--- src/rtl/dmem_arbiter.sv ---
// Single-port data-memory arbiter between the CPU MEM stage and the VGA frame-buffer reader.
// CPU has priority; VGA is forced ahead after MAX_WAIT consecutive refused cycles.
module dmem_arbiter #(
  parameter int DATA_W   = 32,
  parameter int ADDR_W   = 32,
  parameter int RD_LAT   = 1,
  parameter int MAX_WAIT = 4
) (
  input  logic              clk,
  input  logic              rst_n,
  input  logic              cpu_req,
  input  logic              cpu_we,
  input  logic [ADDR_W-1:0] cpu_addr,
  input  logic [DATA_W-1:0] cpu_wdata,
  output logic              cpu_gnt,
  output logic              cpu_rvalid,
  output logic [DATA_W-1:0] cpu_rdata,
  output logic              stall,
  input  logic              vga_req,
  input  logic [ADDR_W-1:0] vga_addr,
  output logic              vga_gnt,
  output logic              vga_rvalid,
  output logic [DATA_W-1:0] vga_rdata,
  output logic [ADDR_W-1:0] mem_addr,
  output logic [DATA_W-1:0] mem_wdata,
  output logic              mem_we,
  input  logic [DATA_W-1:0] mem_rdata,
  output logic [15:0]       stall_cnt
);

  localparam int WW = $clog2(MAX_WAIT + 1);

  logic [WW-1:0]           wait_q, wait_d;
  logic [RD_LAT-1:0][1:0]  tag_q, tag_d;   // {cpu_rd, vga_rd} per latency stage
  logic [15:0]             stall_cnt_q, stall_cnt_d;
  logic                    force_vga;

  always_comb begin
    force_vga = vga_req & (wait_q == WW'(MAX_WAIT));
    cpu_gnt   = 1'b0;
    vga_gnt   = 1'b0;
    // Grants are suppressed during reset so nothing reaches memory.
    if (rst_n) begin
      if (force_vga)    vga_gnt = 1'b1;
      else if (cpu_req) cpu_gnt = 1'b1;
      else if (vga_req) vga_gnt = 1'b1;
    end

    mem_addr  = vga_gnt ? vga_addr : cpu_addr;
    mem_wdata = cpu_wdata;
    mem_we    = cpu_gnt & cpu_we;
    stall     = rst_n & cpu_req & ~cpu_gnt;

    wait_d = wait_q;
    if (vga_gnt || !vga_req)            wait_d = '0;
    else if (wait_q != WW'(MAX_WAIT))   wait_d = wait_q + WW'(1);

    tag_d    = tag_q;
    tag_d[0] = {cpu_gnt & ~cpu_we, vga_gnt};
    for (int i = 1; i < RD_LAT; i++) tag_d[i] = tag_q[i-1];

    stall_cnt_d = stall_cnt_q;
    if (stall && stall_cnt_q != 16'hFFFF) stall_cnt_d = stall_cnt_q + 16'd1;
  end

  always_ff @(posedge clk) begin
    if (!rst_n) begin
      wait_q      <= '0;
      tag_q       <= '0;
      stall_cnt_q <= '0;
    end else begin
      wait_q      <= wait_d;
      tag_q       <= tag_d;
      stall_cnt_q <= stall_cnt_d;
    end
  end

  assign cpu_rvalid = rst_n & tag_q[RD_LAT-1][1];
  assign vga_rvalid = rst_n & tag_q[RD_LAT-1][0];
  assign cpu_rdata  = mem_rdata;
  assign vga_rdata  = mem_rdata;
  assign stall_cnt  = stall_cnt_q;

endmodule

--- config.mk ---
export PLATFORM = sky130hd
export DESIGN_NAME = dmem_arbiter
export DESIGN_NICKNAME = d
export VERILOG_FILES = /design/src/rtl/dmem_arbiter.sv
export SDC_FILE = /design/constraint.sdc
export NUM_CORES = 1
export LEC_CHECK = 0
export CELL_PAD_IN_SITES_DETAIL_PLACEMENT = 2
export CELL_PAD_IN_SITES_GLOBAL_PLACEMENT = 2
export CORE_MARGIN = 2
export CORE_UTILIZATION = 11
export CTS_CLUSTER_DIAMETER = 50
export DETAILED_ROUTE_END_ITERATION = 8
export GPL_TIMING_DRIVEN = 0
export PLACE_DENSITY_LB_ADDON = 0.12
export RECOVER_POWER = 50
export REMOVE_ABC_BUFFERS = 1
export SETUP_SLACK_MARGIN = 0.05
export SYNTH_ARGS = -nofsm -noshare
export SYNTH_HDL_FRONTEND = slang
export SYNTH_SLANG_ARGS = --single-unit
--- constraint.sdc ---
create_clock -name clk -period 2.7 [get_ports clk]
set_input_delay 0.27 -clock clk [delete_from_list [all_inputs] [get_ports clk]]
set_output_delay 0.27 -clock clk [all_outputs]
set_load 0.05 [all_outputs]
==> results of run 1 <==
==> state kept, by name, summed over array words and instances, names as in the netlist <==
signal and cells:
wait_q 3, stall_cnt 16, tag_q 2
==> through the flow <==
stage	instance area, µm²	power (W)	std cells	setup WS [ns]	utilization
6_report	3010	0.00102	539	0.154	0.159
5_1_grt	3010	0.00107	539	0.0495	0.159
4_1_cts	3070	0.00105	539	0.0374	0.162
3_5_place_dp	2980	0.000705	534	-0.835	0.158
3_3_place_gp	2930	0.000703	532	-3.12	0.155
2_1_floorplan	1390	0.000509	150	-1.25	-
==> cells by family after synthesis <==
family          Yosys count  share of synthesized area
flops                    21                      0.197
compound gates           27                     0.0844
mux                      38                      0.197
fa+ha+maj                 3                     0.0176
buf+inv                 110                      0.363
simple gates             54                      0.141
==> Yosys cell counts (3+ instances only) <==
master    number
inv_1          6
o41ai_1        3
nand2_1       12
clkbuf_1       6
o21ai_0        4
and3_1         6
nor2_1         3
or3_1          3
buf_4         96
a21oi_1        8
o311ai_0       3
dfxtp_1       21
mux2_2        32
nor4_1         6
nand4_1        5
or4_1          3
and2_1         4
mux2i_1        6
nand3_1        6
ha_1           3
==> where the power goes <==
part | total [W] | leakage [nW] | internal, W | switching (W)
logic | 0.000360 | 0.799 | 0.000159 | 0.000201
registers | 0.000312 | 0.170 | 0.000311 | 0.000000697
clock network | 0.000344 | 0.0371 | 0.000201 | 0.000142
total | 0.00102 | 1.01 | 0.000672 | 0.000344
==> final timing paths <==
path | endpoint | slack [ns] | from | depth (start not counted)
hold reg to reg | stall_cnt[15] | 0.52 | stall_cnt[15] | 1
hold / removal | stall_cnt[15] | 0.52 | stall_cnt[15] | 1
setup reg to reg | stall_cnt[10] | 0.39 | wait_q[0] | 6
setup / recovery | cpu_gnt | 0.15 | wait_q[0] | 4
==> worst reg2reg max path, delay by kind of cell, from the launching register on <==
| family | cells | cell delay (ns) |
|---|---|---|
| and+or+nand+nor | 2 | 1.11 |
| AOI/OAI and AO/OA | 2 | 0.45 |
| DFF | 1 | 0.32 |
| adders and majority gates | 1 | 0.28 |
| buffers and inverters | 1 | 0.07 |
==> final cells by class <==
cell class,count,area (µm²),area share
clock buffer,3,75.1,0.0249
clock inverter,1,7.51,0.00249
tap,260,325,0.108
multi-input combinational,122,960,0.319
timing repair buffer,125,1200,0.398
inverter,7,26.3,0.00872
sequential,21,420,0.140
==> per-layer routing <==
| layer | GRT usage | share of wire | up-vias |
|---|---|---|---|
| met1 | 0.172 | 0.40 | 998 |
| met4 | 0.0217 | 0.0081 | 10 |
| met3 | 0.174 | 0.25 | 17 |
| met2 | 0.168 | 0.32 | 259 |
| met5 | 0.0802 | 0.015 | - |
| li1 | - | - | 839 |
==> timing repair <==
item                       in CTS  in global routing
gates resized for setup        68                 31
setup endpoints to repair      40                 32
setup buffers                   1                  0
pin swaps                       1                  0
==> impl_results.md, run 1 <==
- Setup Viol. Count Final: 0
- Overflow after GRT: 0
- Area fraction of the dominant cell type after synthesis: 0.338
- Number of diodes: 0
- Die width: approximately 140 µm
- Drt first pass iters: 4
- Status: finished clean
- Die area: 20,500 µm²
- Routed WL: 15,400 µm
- Total CTS buffers: 3
- Fillcell total: approximately 2,200
- Rows: 50
- Initial antenna violation count: 1
- Die height: approximately 140 µm
- All-layer global routing usage: 0.148
- Least-Margin Pin Slew: 1.08 ns
- Worst EP arrival: ~2.3 ns
- Seq/Total Area, Yosys: 0.197
- Cell area power density: roughly 340 nW/µm²
- Max_cap viols: 0
- Routability cong.: 0.625
- Post-synth EDFFs: 0
- Max incr delay on CP: 0.90 ns
- Max Clock Skew: 0.00603 ns
- Clock-pin slew of the registers on the worst-case setup and hold paths: 0.07 ns
- Post-synth top area cell: buf_4
- Cell Chain, Critical Path: inv_1 > ha_1 > a31oi_1 > clkdlybuf4s50_1
- Fin crit share: 0.943
- Mapped Cells: 253
- # clock sinks: 21
- Antenna viol nets, final: 0
- Critical path class: flop to output pin
- Syn avg cell area: about 8.4 µm²
- Ys Warns: 0
- Hold_ws: around 0.52 ns
- Unrepaired setup endpoints after global routing: no
- CORE AREA: approximately 19,000 µm²
- Clock Latency Late Sink: 0.26 ns
- Share of layout cells above drive strength 1: 0.265
- Max frequency: about 390 MHz
- Root Driver: clkbuf_16
- Initial Util: 0.113
- WL/cell: roughly 29 µm
- Tmin final: about 2.5 ns
- Critical path's top delay family: buffers and inverters
- Worst endpoint required time: around 2.4 ns
- Nets@finish: 416
- IO Pins: ~280
- Leading cell type in the layout, fill and taps excluded: clkdlybuf4s50_1
- Ys flop type: dfxtp_1
- Slew headroom: 0.273
- Vias in the first global route: between 2,000 and 2,500
- Vias per cell: roughly 3.9
- Startpoint types: flop
- Buf+Inv Stages, Crit Path: 2
- Unique masters post-synth: 33
- CP max stage cell: clkdlybuf4s50_1
- Final Hold Vio Count: 0
- DR vias: between 2,000 and 2,500
- Hold buffer count at cts: 0
- First-pass GRT wire length: ~21,000 µm
- Setup TNS: 0 ns
- Endpoint class of the critical path: output pin
- Synth top area cells: buf_4, dfxtp_1, mux2_2
- DRC viols: 0
- Commonest non-fill, non-tap cells in the layout: clkdlybuf4s50_1, mux2_2, dfxtp_1, clkdlybuf4s15_2, clkbuf_2
- Synthesized cell area: 2130 µm²
- Register bit total from synthesis: 21
- Lkg Pwr: between 1 and 1.5 nW
- DRT iter0 DRCs: 80
- Post-synth ARST share: 0
- TritonCTS clock tree: done
- Fin. max-slew vios: 0
- Hold crit path type: flop to flop
- CP max FO: 5
- Deepest clock path buffer count: 2
- Port-buffer cells: around 120
- Peak supply drop: 0.191 mV
- Area growth from synthesis to layout: 41.1%
- Hpwl dp: between 10,000 and 15,000 µm
- Largest net degree at the start of global routing: 25
- H-tree lvl count: 1
No activity file was read; power rests on OpenSTA's default activity.
==> run 2: changes to the inputs <==
HOLD_SLACK_MARGIN = 0.12   (was unset)
==> results of run 2 <==
Final layout, timing and power as in run 1 (identical DEF).
